<file path="src/rtl/rom_loader_pkg.sv">
// rom_loader_pkg: shared states and frame constants for the ROM loader SPI writer
package rom_loader_pkg;
  typedef enum logic [2:0] {IDLE, WAIT_STB, SHIFT, CS_GAP, ACK} state_e;
  localparam int FRAME_BITS = 48;
  localparam int ADDR_BYTES = 3;
  localparam logic [7:0] CMD_WRITE_DEFAULT = 8'h02;
endpackage

</file>
<file path="src/rtl/rom_loader_spi_tx.sv">
// rom_loader_spi_tx: shifts one MSB-first SPI mode-0 write frame out on sio0
module rom_loader_spi_tx import rom_loader_pkg::*; #(
  parameter int SCK_DIV = 1
) (
  input  logic                  clk,
  input  logic                  reset,
  input  logic                  start,
  input  logic [FRAME_BITS-1:0] frame,
  output logic                  done,
  output logic                  cs_n,
  output logic                  sck,
  output logic                  sio_oe,
  output logic                  sio0
);
  localparam int DW = SCK_DIV > 1 ? $clog2(SCK_DIV) : 1;
  localparam int BW = $clog2(FRAME_BITS);
  logic [DW-1:0]         div_q;
  logic [BW-1:0]         bit_q;
  logic [FRAME_BITS-1:0] sr_q;
  logic                  cs_n_q, sck_q;
  logic                  tick;
  assign tick   = !cs_n_q && div_q == DW'(SCK_DIV - 1);
  assign done   = tick && sck_q && bit_q == BW'(FRAME_BITS - 1);
  assign cs_n   = cs_n_q;
  assign sck    = sck_q;
  assign sio_oe = !cs_n_q;
  assign sio0   = sr_q[FRAME_BITS-1];
  // half-period divider toggles sck; data advances on each falling edge, cs releases after the last one
  always_ff @(posedge clk) begin
    if (reset) begin
      cs_n_q <= 1'b1;
      sck_q  <= 1'b0;
      div_q  <= '0;
      bit_q  <= '0;
      sr_q   <= '0;
    end else if (start) begin
      cs_n_q <= 1'b0;
      sck_q  <= 1'b0;
      div_q  <= '0;
      bit_q  <= '0;
      sr_q   <= frame;
    end else if (!cs_n_q) begin
      div_q <= tick ? '0 : div_q + 1'b1;
      if (tick) begin
        sck_q <= ~sck_q;
        if (sck_q) begin
          sr_q   <= sr_q << 1;
          bit_q  <= done ? bit_q : bit_q + 1'b1;
          cs_n_q <= done;
        end
      end
    end
  end
endmodule

</file>
<file path="src/rtl/rom_loader_spi_writer.sv">
// rom_loader_spi_writer: takes host words over a strobe/ack handshake and writes them to ROM SRAM over SPI
module rom_loader_spi_writer import rom_loader_pkg::*; #(
  parameter int         ADDR_WIDTH = 16,
  parameter int         SCK_DIV    = 1,
  parameter logic [7:0] CMD_WRITE  = CMD_WRITE_DEFAULT
) (
  input  logic                  clk,
  input  logic                  reset,
  input  logic                  ld_load,
  input  logic                  ld_sck,
  input  logic [15:0]           ld_data,
  output logic                  ld_ack,
  output logic                  active,
  output logic                  busy,
  output logic [ADDR_WIDTH-1:0] word_addr,
  output logic                  spi_cs_n,
  output logic                  spi_sck,
  output logic                  spi_sio_oe,
  output logic                  spi_sio0_o,
  output logic                  spi_sio2_o,
  output logic                  spi_sio3_o
);
  localparam int GW  = $clog2(2 * SCK_DIV);
  localparam int ABW = ADDR_BYTES * 8;
  state_e                state_q;
  logic [1:0]            load_s, sck_s;
  logic                  load_p, sck_p;
  logic                  ack_q, active_q, busy_q;
  logic [ADDR_WIDTH-1:0] word_addr_q;
  logic [GW-1:0]         gap_q;
  logic                  load_rise, sck_rise, start, tx_done;
  logic [ABW-1:0]        byte_addr;
  assign load_rise  = load_s[1] && !load_p;
  assign sck_rise   = sck_s[1] && !sck_p;
  assign start      = state_q == WAIT_STB && load_s[1] && sck_rise;
  assign byte_addr  = ABW'({word_addr_q, 1'b0});
  assign ld_ack     = ack_q;
  assign active     = active_q;
  assign busy       = busy_q;
  assign word_addr  = word_addr_q;
  assign spi_sio2_o = 1'b1;
  assign spi_sio3_o = 1'b1;
  // two-flop synchronizers plus one history flop for edge detection
  always_ff @(posedge clk) begin
    if (reset) begin
      load_s <= '0;
      sck_s  <= '0;
      load_p <= 1'b0;
      sck_p  <= 1'b0;
    end else begin
      load_s <= {load_s[0], ld_load};
      sck_s  <= {sck_s[0], ld_sck};
      load_p <= load_s[1];
      sck_p  <= sck_s[1];
    end
  end
  // handshake FSM: a started frame always runs to completion and is acked before load is re-examined
  always_ff @(posedge clk) begin
    if (reset) begin
      state_q     <= IDLE;
      ack_q       <= 1'b0;
      active_q    <= 1'b0;
      busy_q      <= 1'b0;
      word_addr_q <= '0;
      gap_q       <= '0;
    end else begin
      case (state_q)
        IDLE: if (load_rise) begin
          state_q     <= WAIT_STB;
          active_q    <= 1'b1;
          word_addr_q <= '0;
        end
        WAIT_STB: if (!load_s[1]) begin
          state_q  <= IDLE;
          active_q <= 1'b0;
        end else if (sck_rise) begin
          state_q <= SHIFT;
          busy_q  <= 1'b1;
        end
        SHIFT: if (tx_done) begin
          state_q <= CS_GAP;
          gap_q   <= '0;
        end
        CS_GAP: if (gap_q == GW'(2 * SCK_DIV - 1)) begin
          state_q     <= ACK;
          word_addr_q <= word_addr_q + 1'b1;
          busy_q      <= 1'b0;
          ack_q       <= 1'b1;
        end else begin
          gap_q <= gap_q + 1'b1;
        end
        ACK: if (!sck_s[1]) begin
          ack_q    <= 1'b0;
          active_q <= load_s[1];
          state_q  <= load_s[1] ? WAIT_STB : IDLE;
        end
        default: state_q <= IDLE;
      endcase
    end
  end
  rom_loader_spi_tx #(.SCK_DIV(SCK_DIV)) u_tx (
    .clk    (clk),
    .reset  (reset),
    .start  (start),
    .frame  ({CMD_WRITE, byte_addr, ld_data}),
    .done   (tx_done),
    .cs_n   (spi_cs_n),
    .sck    (spi_sck),
    .sio_oe (spi_sio_oe),
    .sio0   (spi_sio0_o)
  );
endmodule

</file>
<file path="config.mk">
export PLATFORM = sky130hd
export DESIGN_NAME = rom_loader_spi_writer
export DESIGN_NICKNAME = d
export VERILOG_FILES = /design/src/rtl/rom_loader_pkg.sv /design/src/rtl/rom_loader_spi_tx.sv /design/src/rtl/rom_loader_spi_writer.sv
export SDC_FILE = /design/constraint.sdc
export NUM_CORES = 1
export LEC_CHECK = 0
export ABC_AREA = 1
export CORE_UTILIZATION = 37
export DETAILED_ROUTE_END_ITERATION = 8
export GPL_ROUTABILITY_DRIVEN = 0
export HOLD_SLACK_MARGIN = 0.1
export PLACE_DENSITY = 0.59
export SETUP_SLACK_MARGIN = 0.2
export SYNTH_ARGS = -nofsm -noshare
export SYNTH_HDL_FRONTEND = slang
export SYNTH_SLANG_ARGS = --single-unit
</file>
<file path="constraint.sdc">
create_clock -name clk -period 1.4 [get_ports clk]
set_input_delay 0.42 -clock clk [delete_from_list [all_inputs] [get_ports clk]]
set_output_delay 0.42 -clock clk [all_outputs]
set_load 0.01 [all_outputs]
</file>
**Word-level counts from Yosys, hierarchy flattened**

Cells that the tools add are included.
Widths: inputs -> output; s select.

- Bits in registers: 86
- Latch bits: 0
- Memory bits (writable): 0
- ROM bits: 0
- Bits of input ports: 20
- Output and inout bits: 25
- Word-level logic and storage cells: 101
- Memories kept: 0

- Add/subtract/negate cells: 4
- Multiply operators: 0
- Divide/modulo/power cells: 0
- Order comparisons: 0
- Equality and inequality tests: 14
- Shift operators: 0
- Multiplexer cells: 34
- Bitwise logic cells: 4
- Reduce and logical (&&, ||, !) cells: 29

Operators by type and width:

| kind | count |
|---|---|
| $mux 42 | 4 |
| $mux 16 | 2 |
| $pmux 16 s2 | 1 |
| $mux 3 | 6 |
| $add 16x1->16 const B | 1 |
| $mux 1 | 16 |
| $pmux 3 s5 | 1 |
| $ne 2x2->1 const B | 7 |
| $reduce_and 3->1 | 4 |
| $reduce_and 4->1 | 3 |
| $reduce_bool 2->1 | 6 |
| $logic_and 1x1->1 | 7 |
| $add 6x1->6 const B | 1 |
| $eq 3x2->1 const B | 2 |
| $eq 6x6->1 const B | 1 |
| $pmux 1 s2 | 3 |
| $reduce_and 5->1 | 1 |
| $not 1->1 | 4 |
| $reduce_and 2->1 | 2 |
| $eq 3x1->1 const B | 1 |
| $eq 3x3->1 const B | 1 |
| $logic_not 1->1 | 3 |
| $logic_not 3->1 | 1 |
| $ne 3x3->1 const B | 1 |
| 5 further kinds | 6 |

**Depth between registers and ports, before layout**

- Word-level depth: 8
- Gate-level depth with buffers: 12
- Depth with buffers taken out: 10

**Modules after synthesis**

From an unflattened synthesis, not the netlist that was laid out.

- Cell total of the unflattened synthesis: 604
- Area, all modules: 4239.1 um^2

Modules (own cells, without submodules):

| module | times used | cells each | area an instance (um^2) | seq. area each (um^2) |
|---|---|---|---|---|
| rom_loader_spi_tx | 1 | 386 | 2772.7 | 1141.1 |
| rom_loader_spi_writer | 1 | 218 | 1466.4 | 580.6 |

**Worst setup path before layout**

No wires, ideal clock.

- Kind: reg-to-reg
- Start point: reg u_tx.bit_q[0]
- End point: reg state_q[0]
- Library setup time: 113 ps
- Arrival: 1265 ps
- Required time: 1287 ps
- Slack: 22 ps
- Cell stages (with the launch flop): 9
- Buffers on the path: 0
- Period minus slack after synthesis: 1378 ps
- Cell sequence: dfxtp_1 -> ha_1 -> nand3_1 -> nor2_1 -> nand2_1 -> nand2_1 -> nand3_1 -> nor2_1 -> nor2_1

- Longest elaborated chain between the ends: 4

Ends and longest elaborated chain:

| element | line | text |
|---|---|---|
| start: declaration | rom_loader_spi_tx.sv:18 | `logic [BW-1:0] bit_q;` |
| start signal: assignment | rom_loader_spi_tx.sv:48 | `bit_q <= done ? bit_q : bit_q + 1'b1;` |
| $eq 6x6->1 | rom_loader_spi_tx.sv:23 | `assign done = tick && sck_q && bit_q == BW'(FRAME_BITS - 1);` |
| $logic_and 1x1->1 | rom_loader_spi_tx.sv:23 |  |
| $ne 2x1->1 (no source line) | - |  |
| $reduce_and 5->1 (no source line) | - |  |
| end signal: assignment | rom_loader_spi_writer.sv:95 | `state_q <= load_s[1] ? WAIT_STB : IDLE;` |
| end: declaration | rom_loader_spi_writer.sv:25 | `state_e state_q;` |

No other way between the ends.
A chain may end at the register's enable or synchronous reset.

**Worst setup path after layout**

- Start point: reg state_q[1]
- End point: reg word_addr_q[14], in the netlist word_addr[14]

- Longest elaborated chain between the ends: 3
- Elaborated cells on any way between the ends: 7
- Those cells by class: eq/ne (3); mux (1); reduce/logical (3)

Ends and longest elaborated chain:

| element | line | text |
|---|---|---|
| $eq 3x2->1 / $logic_not 3->1 (equally long branches) | rom_loader_spi_writer.sv:67 | `case (state_q)` |
| $ne 2x2->1 (no source line) / $reduce_bool 2->1 (equally long branches) | - |  |
| $reduce_and 3->1 (no source line) | - |  |
| end signal: assignment | rom_loader_spi_writer.sv:86 | `word_addr_q <= word_addr_q + 1'b1;` |
| end: declaration | rom_loader_spi_writer.sv:29 | `logic [ADDR_WIDTH-1:0] word_addr_q;` |

Several ways; a longest one is shown, not always the timed one.

==> impl_metrics.tcl <==
set metrics [dict create \
    status "complete, no violations" \
    yosysWarnings 0 \
    drive_gt1_share_pct 50.7 \
    synth_largest_area_cell "dfxtp_1" \
    core_um2 10800 \
    h-tree-depth 3 \
    clock.fmax_mhz 731 \
    yosysUniqueCellTypes 33 \
    final_cell_count_no_fill 822 \
    whs_ns 0.405 \
    drt_first_pass_iters 4 \
    swShare_pct 24.5 \
    drc 0 \
    clock_latency_ns 0.36 \
    cts_tree "done" \
    die_area_um2 11500 \
    p_per_area_nw_per_um2 720 \
    start_kind "flip-flop" \
    die_y_um 107 \
    die_w_um 107 \
    grtUsageTotal_pct 19.8 \
    p_sw_mw 1.15 \
    area_growth_pct 58.9 \
    setup_viol 0 \
    floorplan.rows 38 \
    start_util_pct 37.9 \
    critPathKind "reg -> reg" \
    min_period_ns 1.37 \
    clk_pin_slew_ns 0.09 \
    dpl.cell_count 750 \
    final_cell_mix "nand2_1, dfxtp_1, buf_4" \
    synthFlopType "dfxtp_1" \
    drt-initial-drc-count 121 \
    io_pins 45 \
    internal-power_mw 3.55 \
    final_common_cell "nand2_1" \
    dp_hpwl_um 5890 \
    grt_pass1_wl_um 18000 \
    fin_worst_skew_ns 0.00969 \
    power_frac_comb_pct 7.9 \
    setup.worst_path.start "state_q[1]" \
    cts.path.max_buffers 2 \
    postSynth.asyncResetShare_pct 0 \
    cts_hold_buf 0 \
    syn_avg_cell_area_um2 7.30 \
    r2r-start "state_q[1]" \
    antenna_left 0 \
    synth_top_area_share_pct 41.9 \
    r2r-end "word_addr[14]" \
    r2r_slack_ns 0.03 \
    synthTopCellsByArea "dfxtp_1, nand2_1, nor2_1" \
    crit_arrival_ns 1.62 \
    r2r_cells 9 \
    nNetsFinal 699 \
    clkPwrFrac_pct 39.4 \
    via_per_inst 4.91 \
    irDropWorstVdd_mv 0.554 \
    synth-edff-count 0 \
    antenna_found_initial 0 \
    leakagePower_nw 2.46 \
    hold_viol_final 0 \
    routed_wirelength_um 11400 \
    ys_ff_latch 86 \
    cp.required_ns 1.65 \
    clock_sinks 86 \
    seq_power_share_pct 52.7 \
    drv_cap 0 \
    grt_pass1_vias 3826 \
    synthCells 563 \
    hp-class "reg -> reg" \
    num_vias 4037 \
    rsz0062_at_grt "true" \
    cts_buffers 9 \
    grt_remaining_overflow 0 \
    ys_seq_area_share_pct 41.9 \
    cp-end-kind "flip-flop" \
    grt_max_degree 29 \
    root_buffer "clkbuf_8" \
    synthesis.area_um2 4110 \
    slew_violations 0 \
    diodes 0 \
    path_max_fanout 7 \
    port_buffers 42 \
    timing.critical_path.to "word_addr[14]" \
    wl_per_cell_um 13.9 \
    post-route-period-util_pct 97.8 \
]
## per-layer routing
layer | track usage, % | share of wire [%] | routed length [µm]
met4 | 6.75 | 1.5 | 176
met3 | 2.78 | 3.2 | 364
met1 | 24.8 | 45 | 5100
met2 | 34.8 | 51 | 5800
met5 | 0 | 0 | 0
## layout make-up
type / instances / area, µm²
fill: 922 / 4310
multi-input combinational: 399 / 2660
sequential: 86 / 1780
timing repair buffer: 133 / 1500
inverter: 47 / 195
tap: 140 / 175
clock buffer: 11 / 151
clock inverter: 5 / 55.1
timing repair inverter: 1 / 7.51
## registers in the layout (all words and copies together), names as in the netlist, 2 cells and up
name        cells
word_addr      16
sck_s           2
u_tx.bit_q      6
load_s          2
u_tx.sr_q      48
state_q         3
## power by group through the flow
stage                     combinational (mW)  sequential, mW  clock (mW)
after floorplan                        0.171            2.53           0
after global placement                 0.268            2.54           0
after detailed placement               0.270            2.54           0
after CTS                              0.333            2.48        1.89
after global routing                   0.399            2.48        2.01
final                                  0.372            2.48        1.85
## synthesized netlist by cell type, types with 6 or more instances
library cell,n
dfxtp_1,86
buf_2,11
nand3_1,15
nor2_1,105
clkbuf_1,6
inv_2,6
o21ai_0,11
inv_1,41
a211oi_2,27
nand2_1,134
a21oi_1,69
buf_6,8
## logic make-up (layout without fill, tap and decap cells)
| group | after synthesis | count (layout) | synth area share [%] |
|---|---|---|---|
| other | 1 | 2 | 0.0913 |
| AOI/OAI and AO/OA | 115 | 115 | 19.4 |
| xor gates and xnor gates | 1 | 1 | 0.213 |
| adders and majority gates | 2 | 2 | 0.609 |
| and+or+nand+nor | 278 | 279 | 28.4 |
| buffers and inverters | 80 | 197 | 9.38 |
| DFF | 86 | 86 | 41.9 |
## how the worst min path moves through the flow
stage / start / to / slack (ns) / cells past startpoint
3_3_place_gp: sck_s[0] / sck_s[1] / 0.39 / 2
2_1_floorplan: load_s[0] / load_s[1] / 0.39 / 2
5_1_grt: load_s[0] / load_s[1] / 0.43 / 2
6_report: load_s[0] / load_s[1] / 0.41 / 2
4_1_cts: load_s[0] / load_s[1] / 0.41 / 2
3_5_place_dp: sck_s[0] / sck_s[1] / 0.40 / 2
## worst max-delay path, cell delays in order (launching register included)
cell and delay [ns]:
dfxtp_2 0.35, buf_6 0.12, nand2_4 0.05, nor2_4 0.15
nand2_4 0.09, nand2_4 0.11, buf_6 0.14, nand3_2 0.10
nor2_2 0.13, nor2_1 0.05
## what timing repair did
action,in CTS,in global routing
pin swaps,25,36
endpoints found under the setup margin,103,102
gates resized for setup,256,84
buffers inserted,29,14
endpoints found under the hold margin,0,0
gates cloned,10,3
## per-stage QoR
stage	util [%]	total power, mW	setup WS (ns)	cell area, µm²	setup TNS, ns
after CTS	55.8	4.69	0.0597	6050	0
after global routing	60.2	4.89	-0.0411	6530	-0.161
after floorplan	-	2.70	0.133	4230	0
after detailed placement	45.3	2.81	-0.0739	4910	-0.0795
after global placement	45.3	2.80	-0.00366	4910	-0.00366
final	60.2	4.70	0.0312	6530	0
Power figures use the tool's default switching activity.
